## src/rtl/alu_pkg.sv

```systemverilog
// ---------------------------------------------------------------------------
// alu_pkg
// Shared definitions for the ALU sequencer: the 4-bit opcode encoding seen by
// the downstream ALU, the sequencer FSM state encoding and the highest legal
// opcode value.
// ---------------------------------------------------------------------------
package alu_pkg;

   // Opcodes understood by the downstream ALU; anything above OP_RSR is illegal
   typedef enum logic [3:0] {
      OP_ADD   = 4'd0,
      OP_SUB   = 4'd1,
      OP_NOT_A = 4'd2,
      OP_AND   = 4'd3,
      OP_OR    = 4'd4,
      OP_XOR   = 4'd5,
      OP_LSL_A = 4'd6,
      OP_LSL   = 4'd7,
      OP_RSR_A = 4'd8,
      OP_RSR   = 4'd9
   } alu_op_e;

   // Sequencer states: wait for a request, let the ALU settle, present result
   typedef enum logic [1:0] {
      ST_IDLE = 2'd0,
      ST_EXEC = 2'd1,
      ST_DONE = 2'd2
   } seq_state_e;

   localparam int SEL_MAX = 9;

   // True when an incoming opcode is one the ALU implements
   function automatic logic sel_is_legal(input logic [3:0] sel);
      return sel <= 4'(SEL_MAX);
   endfunction

endpackage

```

## src/rtl/alu_result_reg.sv

```systemverilog
// ---------------------------------------------------------------------------
// alu_result_reg
// Capture register for the ALU result and flags presented to the consumer.
// Either loads the live ALU outputs (legal op) or an error record (illegal
// op: result and flags zero, err set); otherwise holds its contents.
//
// Ports:
//   clk, rst                 clock, synchronous active-high reset
//   cap_alu                  load alu_result/flags, clear err
//   cap_err                  load error record
//   alu_result, alu_cout,
//   alu_neg, alu_zero        combinational ALU outputs
//   out_result, out_cout,
//   out_neg, out_zero,
//   out_err                  captured values
// ---------------------------------------------------------------------------
module alu_result_reg #(
   parameter int WIDTH = 4
) (
   input  logic             clk,
   input  logic             rst,
   input  logic             cap_alu,
   input  logic             cap_err,
   input  logic [WIDTH-1:0] alu_result,
   input  logic             alu_cout,
   input  logic             alu_neg,
   input  logic             alu_zero,
   output logic [WIDTH-1:0] out_result,
   output logic             out_cout,
   output logic             out_neg,
   output logic             out_zero,
   output logic             out_err
);

   logic [WIDTH-1:0] result_q, result_d;
   logic             cout_q, cout_d;
   logic             neg_q, neg_d;
   logic             zero_q, zero_d;
   logic             err_q, err_d;

   // Hold by default; the two capture requests are mutually exclusive in the
   // sequencer, ALU capture is given priority anyway
   always_comb begin
      result_d = result_q;
      cout_d   = cout_q;
      neg_d    = neg_q;
      zero_d   = zero_q;
      err_d    = err_q;
      if (cap_alu) begin
         result_d = alu_result;
         cout_d   = alu_cout;
         neg_d    = alu_neg;
         zero_d   = alu_zero;
         err_d    = 1'b0;
      end else if (cap_err) begin
         result_d = '0;
         cout_d   = 1'b0;
         neg_d    = 1'b0;
         zero_d   = 1'b0;
         err_d    = 1'b1;
      end
   end

   // Capture register, cleared on reset
   always_ff @(posedge clk) begin
      if (rst) begin
         result_q <= '0;
         cout_q   <= 1'b0;
         neg_q    <= 1'b0;
         zero_q   <= 1'b0;
         err_q    <= 1'b0;
      end else begin
         result_q <= result_d;
         cout_q   <= cout_d;
         neg_q    <= neg_d;
         zero_q   <= zero_d;
         err_q    <= err_d;
      end
   end

   assign out_result = result_q;
   assign out_cout   = cout_q;
   assign out_neg    = neg_q;
   assign out_zero   = zero_q;
   assign out_err    = err_q;

endmodule

```

## src/rtl/alu_sequencer.sv

```systemverilog
// ---------------------------------------------------------------------------
// alu_sequencer
// Accepts one ALU request at a time, registers the operands towards an
// external combinational ALU, captures its result one cycle later and holds
// it for the consumer until it is accepted. Illegal opcodes skip the ALU and
// produce an error record directly. A wrapping counter tracks completed
// output handshakes.
//
// Configuration macro: ALU_SEQUENCER_ACC_EN
//   defined   -> an accumulator holds the last legal result; requests with
//                in_acc=1 use it as operand a
//   undefined -> no accumulator, in_acc ignored
//
// Ports:
//   clk, rst                       clock, synchronous active-high reset
//   in_valid/in_ready              request handshake
//   in_a, in_b, in_sel, in_acc     operands, opcode, accumulator select
//   alu_a, alu_b, alu_sel          registered operands/opcode to the ALU
//   alu_result, alu_cout,
//   alu_neg, alu_zero              combinational ALU outputs
//   out_valid/out_ready            result handshake
//   out_result, out_cout, out_neg,
//   out_zero, out_err              captured result and flags
//   op_count                       completed-operation counter (wraps)
// ---------------------------------------------------------------------------
module alu_sequencer
   import alu_pkg::*;
#(
   parameter int WIDTH = 4
) (
   input  logic             clk,
   input  logic             rst,
   input  logic             in_valid,
   output logic             in_ready,
   input  logic [WIDTH-1:0] in_a,
   input  logic [WIDTH-1:0] in_b,
   input  logic [3:0]       in_sel,
   input  logic             in_acc,
   output logic [WIDTH-1:0] alu_a,
   output logic [WIDTH-1:0] alu_b,
   output logic [3:0]       alu_sel,
   input  logic [WIDTH-1:0] alu_result,
   input  logic             alu_cout,
   input  logic             alu_neg,
   input  logic             alu_zero,
   output logic             out_valid,
   input  logic             out_ready,
   output logic [WIDTH-1:0] out_result,
   output logic             out_cout,
   output logic             out_neg,
   output logic             out_zero,
   output logic             out_err,
   output logic [7:0]       op_count
);

   seq_state_e       state_q, state_d;
   logic [WIDTH-1:0] alu_a_q, alu_a_d;
   logic [WIDTH-1:0] alu_b_q, alu_b_d;
   logic [3:0]       alu_sel_q, alu_sel_d;
   logic [7:0]       op_count_q, op_count_d;
   logic             cap_alu, cap_err;
   logic             handshake;
   logic [WIDTH-1:0] a_src;

`ifdef ALU_SEQUENCER_ACC_EN
   logic [WIDTH-1:0] acc_q, acc_d;

   // Operand a comes from the accumulator when the request asks for it
   assign a_src = in_acc ? acc_q : in_a;

   // The accumulator follows every legal result the consumer accepts; error
   // records leave it untouched
   always_comb begin
      acc_d = acc_q;
      if (handshake && !out_err) begin
         acc_d = out_result;
      end
   end

   always_ff @(posedge clk) begin
      if (rst) begin
         acc_q <= '0;
      end else begin
         acc_q <= acc_d;
      end
   end
`else
   logic acc_sel_unused;

   assign a_src          = in_a;
   assign acc_sel_unused = in_acc;
`endif

   // Consumer accepts the held result this cycle
   assign handshake = (state_q == ST_DONE) && out_ready;

   // Next-state logic: operand registers load only on acceptance of a legal
   // request so the ALU sees stable inputs through EXEC and afterwards
   always_comb begin
      state_d    = state_q;
      alu_a_d    = alu_a_q;
      alu_b_d    = alu_b_q;
      alu_sel_d  = alu_sel_q;
      op_count_d = op_count_q;
      cap_alu    = 1'b0;
      cap_err    = 1'b0;
      unique case (state_q)
         ST_IDLE: begin
            if (in_valid) begin
               if (sel_is_legal(in_sel)) begin
                  alu_a_d   = a_src;
                  alu_b_d   = in_b;
                  alu_sel_d = in_sel;
                  state_d   = ST_EXEC;
               end else begin
                  cap_err = 1'b1;
                  state_d = ST_DONE;
               end
            end
         end
         ST_EXEC: begin
            cap_alu = 1'b1;
            state_d = ST_DONE;
         end
         ST_DONE: begin
            if (out_ready) begin
               op_count_d = op_count_q + 8'd1;
               state_d    = ST_IDLE;
            end
         end
         default: begin
            state_d = ST_IDLE;
         end
      endcase
   end

   // State and operand registers; reset abandons any in-flight operation
   always_ff @(posedge clk) begin
      if (rst) begin
         state_q    <= ST_IDLE;
         alu_a_q    <= '0;
         alu_b_q    <= '0;
         alu_sel_q  <= '0;
         op_count_q <= '0;
      end else begin
         state_q    <= state_d;
         alu_a_q    <= alu_a_d;
         alu_b_q    <= alu_b_d;
         alu_sel_q  <= alu_sel_d;
         op_count_q <= op_count_d;
      end
   end

   alu_result_reg #(
      .WIDTH (WIDTH)
   ) u_result_reg (
      .clk        (clk),
      .rst        (rst),
      .cap_alu    (cap_alu),
      .cap_err    (cap_err),
      .alu_result (alu_result),
      .alu_cout   (alu_cout),
      .alu_neg    (alu_neg),
      .alu_zero   (alu_zero),
      .out_result (out_result),
      .out_cout   (out_cout),
      .out_neg    (out_neg),
      .out_zero   (out_zero),
      .out_err    (out_err)
   );

   assign in_ready  = (state_q == ST_IDLE);
   assign out_valid = (state_q == ST_DONE);
   assign alu_a     = alu_a_q;
   assign alu_b     = alu_b_q;
   assign alu_sel   = alu_sel_q;
   assign op_count  = op_count_q;

endmodule

```

## config.mk

```make
export PLATFORM = sky130hd
export DESIGN_NAME = alu_sequencer
export DESIGN_NICKNAME = d
export VERILOG_FILES = /design/src/rtl/alu_pkg.sv /design/src/rtl/alu_result_reg.sv /design/src/rtl/alu_sequencer.sv
export SDC_FILE = /design/constraint.sdc
export NUM_CORES = 1
export LEC_CHECK = 0
export CORE_ASPECT_RATIO = 0.5
export CORE_MARGIN = 5
export CORE_UTILIZATION = 30
export DETAILED_ROUTE_END_ITERATION = 16
export PLACE_DENSITY = 0.57
export SLEW_MARGIN = 0
export SYNTH_ARGS = -nofsm -noshare
export SYNTH_HDL_FRONTEND = slang
export SYNTH_SLANG_ARGS = --single-unit
export TNS_END_PERCENT = 30
```

## constraint.sdc

```tcl
create_clock -name clk -period 1.55 [get_ports clk]
set_input_delay 0.31 -clock clk [delete_from_list [all_inputs] [get_ports clk]]
set_output_delay 0.31 -clock clk [all_outputs]
set_load 0.03 [all_outputs]
```

==> run metrics <==
mux contribution to synthesized area 0.0165; Reg2Reg Setup Slack around 130 ps; Setup crit end kind primary output; nets@finish about 240; Worst VDD drop 0.462 mV; clk sinks 30; DP Worst Slack -203 ps; deepest clock path buffer count 2; Adder-Cell Fraction of Synth Area 0.00972; share of cells above drive strength 1 0.166; # H-tree levels 2; Hold Path Class flip-flop to flip-flop; slowest stage delay, CP between 300 and 400 ps; GRT Util Overall 0.131; Syn Inst Count 146; syn nets around 170; setup bufs post-CTS 0; Routed met1 length roughly 1700 um; Worst path top cell family by delay flip-flops; HPWL after DPL between 2000 and 3000 um; sequential area share after synthesis 0.466; RSZ-0062 raised after global routing no; vias in the first global route between 1000 and 1500; Clock Latency Late Sink about 270 ps; via/cell ratio ~4.9; Critical-path top delay cell dfxtp_1; final hold slack about 470 ps; total wire length approximately 3600 um; IO Port Bufs 52; Die Wd ~100 um; Iteration-0 DRC Markers 32; most frequent cells in the layout a21oi_1 (31), dfxtp_1 (30), dlygate4sd2_1 (28), clkdlybuf4s50_1 (22), buf_4 (21); Yosys cell types 36; Highest Signal Layer met4; crit path launch type flip-flop; placed cells about 260; CP bufs+invs 2; fin crit period between 1000 and 1500 ps; WL per Instance roughly 13 um; Die Area between 5000 and 6000 um2; Leak between 0.8 and 0.9 nW; # DRC 0; Final Max Slew Viols 0; flops & latches, synth 30; crit path DAT about 1100 ps; fin crit share 0.933; Final setup viols 0; Die Y-Extent 56.3 um; Fill cells 416; TritonCTS clock tree yes; WP data required 1240 ps; Synth Area in Compound Gates 0.265; final hold vios 0; outcome finished clean; vias 1332; Pre-antenna DRT Iters 4; met2 routed WL about 1800 um; most common cell after layout, fill and taps aside a21oi_1; gp weighted congestion around 0.76; Root Driver clkbuf_8; gr ovfl total 0; antenna viol nets, final 0; worst path cell trace buf_6 -> nor2b_2 -> buf_4; starting density of the core 0.320; met3 WL 191 um; TritonCTS buffer count 5; clk slew on worst S/H paths 60 ps; worst slew pin tran around 330 ps; slack of the critical path just over 100 ps; largest net degree at the start of global routing 14; Synth Area in Simple Gates 0.181; # IOs 54; Pwr Density between 900 and 1000 nW/um2; syn avg cell area between 8 and 9 um2; Relative slew margins 0.781; largest family of logic cells by synthesized area compound AO/OA/AOI/OAI gates; Setup CP Type flip-flop to primary output; synth warn 0; antenna diode count 0; first-pass GRT wire length 6180 um; Cell Count, Final, Fillers Out 271; max-cap viol count 0; Clock Skews about 1.5 ps; xor and xnor area share after synthesis 0.0136; Core Area approximately 4000 um2; Max Fclk about 0.69 GHz; antenna violations before repair 0; row cnt 16; worst-path fanout max 13; Layout area overhead 58.3%; cell area after synthesis between 1000 and 1500 um2
synth_stat cells:
cell type / count / share of area
nor2_1: 7 / 0.020
o21ai_0: 14 / 0.054
o21a_1: 1 / 0.0058
nand4b_1: 1 / 0.0068
nand2_1: 3 / 0.0087
clkbuf_2: 1 / 0.0039
buf_2: 3 / 0.012
xnor2_1: 1 / 0.0068
a21oi_1: 31 / 0.12
nor4_1: 1 / 0.0049
buf_6: 1 / 0.0087
clkbuf_1: 5 / 0.015
nor2b_1: 3 / 0.015
nand3b_4: 1 / 0.016
nor3b_1: 1 / 0.0058
dfxtp_1: 30 / 0.47
and2_1: 2 / 0.0097
o31ai_1: 2 / 0.012
or3b_4: 1 / 0.0087
a22o_1: 1 / 0.0068
nand3_1: 10 / 0.039
mux2_2: 1 / 0.0087
or3_1: 2 / 0.0097
xor2_1: 1 / 0.0068
a2111oi_2: 1 / 0.012
nand2b_1: 1 / 0.0049
nand4_1: 1 / 0.0049
inv_1: 3 / 0.0087
or4_1: 2 / 0.012
a211oi_1: 7 / 0.041
mux2i_1: 1 / 0.0078
o21ai_1: 2 / 0.0078
a21o_1: 1 / 0.0058
ha_1: 1 / 0.0097
nor3_1: 1 / 0.0039
nor4b_2: 1 / 0.012
registers in the layout (all words and copies together) (netlist names):
signal	flops
alu_a	4
alu_sel	4
state_q	2
op_count	8
u_result_reg.out_zero	1
alu_b	4
u_result_reg.out_cout	1
u_result_reg.out_neg	1
u_result_reg.out_result	4
u_result_reg.out_err	1
kinds of logic (layout without fill, tap and decap cells):
family                   after synthesis  count (layout)
XOR/XNOR                               2               2
adder cells (fa/ha/maj)                1               1
flip-flops                            30              30
AND/OR/NAND/NOR                       38              38
AO/OA/AOI/OAI                         60              60
multiplexers                           2               2
buffers and inverters                 13              84
through the flow:
| stage | setup TNS [ps] | power [W] | utilization | instance area, um2 |
|---|---|---|---|---|
| floorplan | 0 | 0.00105 | - | 1290 |
| global placement | -2650 | 0.00124 | 0.492 | 1980 |
| detailed placement | -2800 | 0.00125 | 0.492 | 1980 |
| CTS | 0 | 0.00186 | 0.506 | 2040 |
| global route | 0 | 0.00194 | 0.507 | 2040 |
| finish | 0 | 0.00184 | 0.507 | 2040 |
report_power, final:
part / internal (W) / switching, W
clock: 0.000358 / 0.000281
combinational: 0.000172 / 0.000210
sequential: 0.000805 / 0.0000188
cell type report:
| type | instances | area (um2) | share of cell area |
|---|---|---|---|
| clock buffer | 7 | 86.3 | 0.0424 |
| clock inverter | 1 | 5.00 | 0.00246 |
| inverter | 3 | 11.3 | 0.00552 |
| multi-input combinational | 103 | 628 | 0.308 |
| sequential | 30 | 601 | 0.295 |
| tap | 54 | 67.6 | 0.0331 |
| timing repair buffer | 73 | 639 | 0.314 |
metal layers:
layer | vias up | GRT usage
met5 | - | 0
met4 | 0 | 0.0280
met1 | 630 | 0.163
li1 | 673 | -
met2 | 27 | 0.220
met3 | 2 | 0.0445
final timing paths:
path,startpoint,end,cells after the start
setup / recovery,state_q[1],out_valid,3
hold / removal,alu_sel[0],alu_sel[0],2
hold reg to reg,alu_sel[0],alu_sel[0],2
setup reg to reg,state_q[0],op_count[7],4
worst reg2reg max path, delay by kind of cell, from the launching register on:
| family | cells | cell delay, ps |
|---|---|---|
| multiplexers | 1 | 360 |
| buffers and inverters | 1 | 160 |
| AND/OR/NAND/NOR | 2 | 470 |
| flip-flops | 1 | 330 |
what timing repair did:
item	4_1_cts	5_1_grt
endpoints found under the setup margin	29	2
hold buffers	0	0
resized for setup	29	4
pin swaps	0	0
Power figures use the tool's default switching activity.
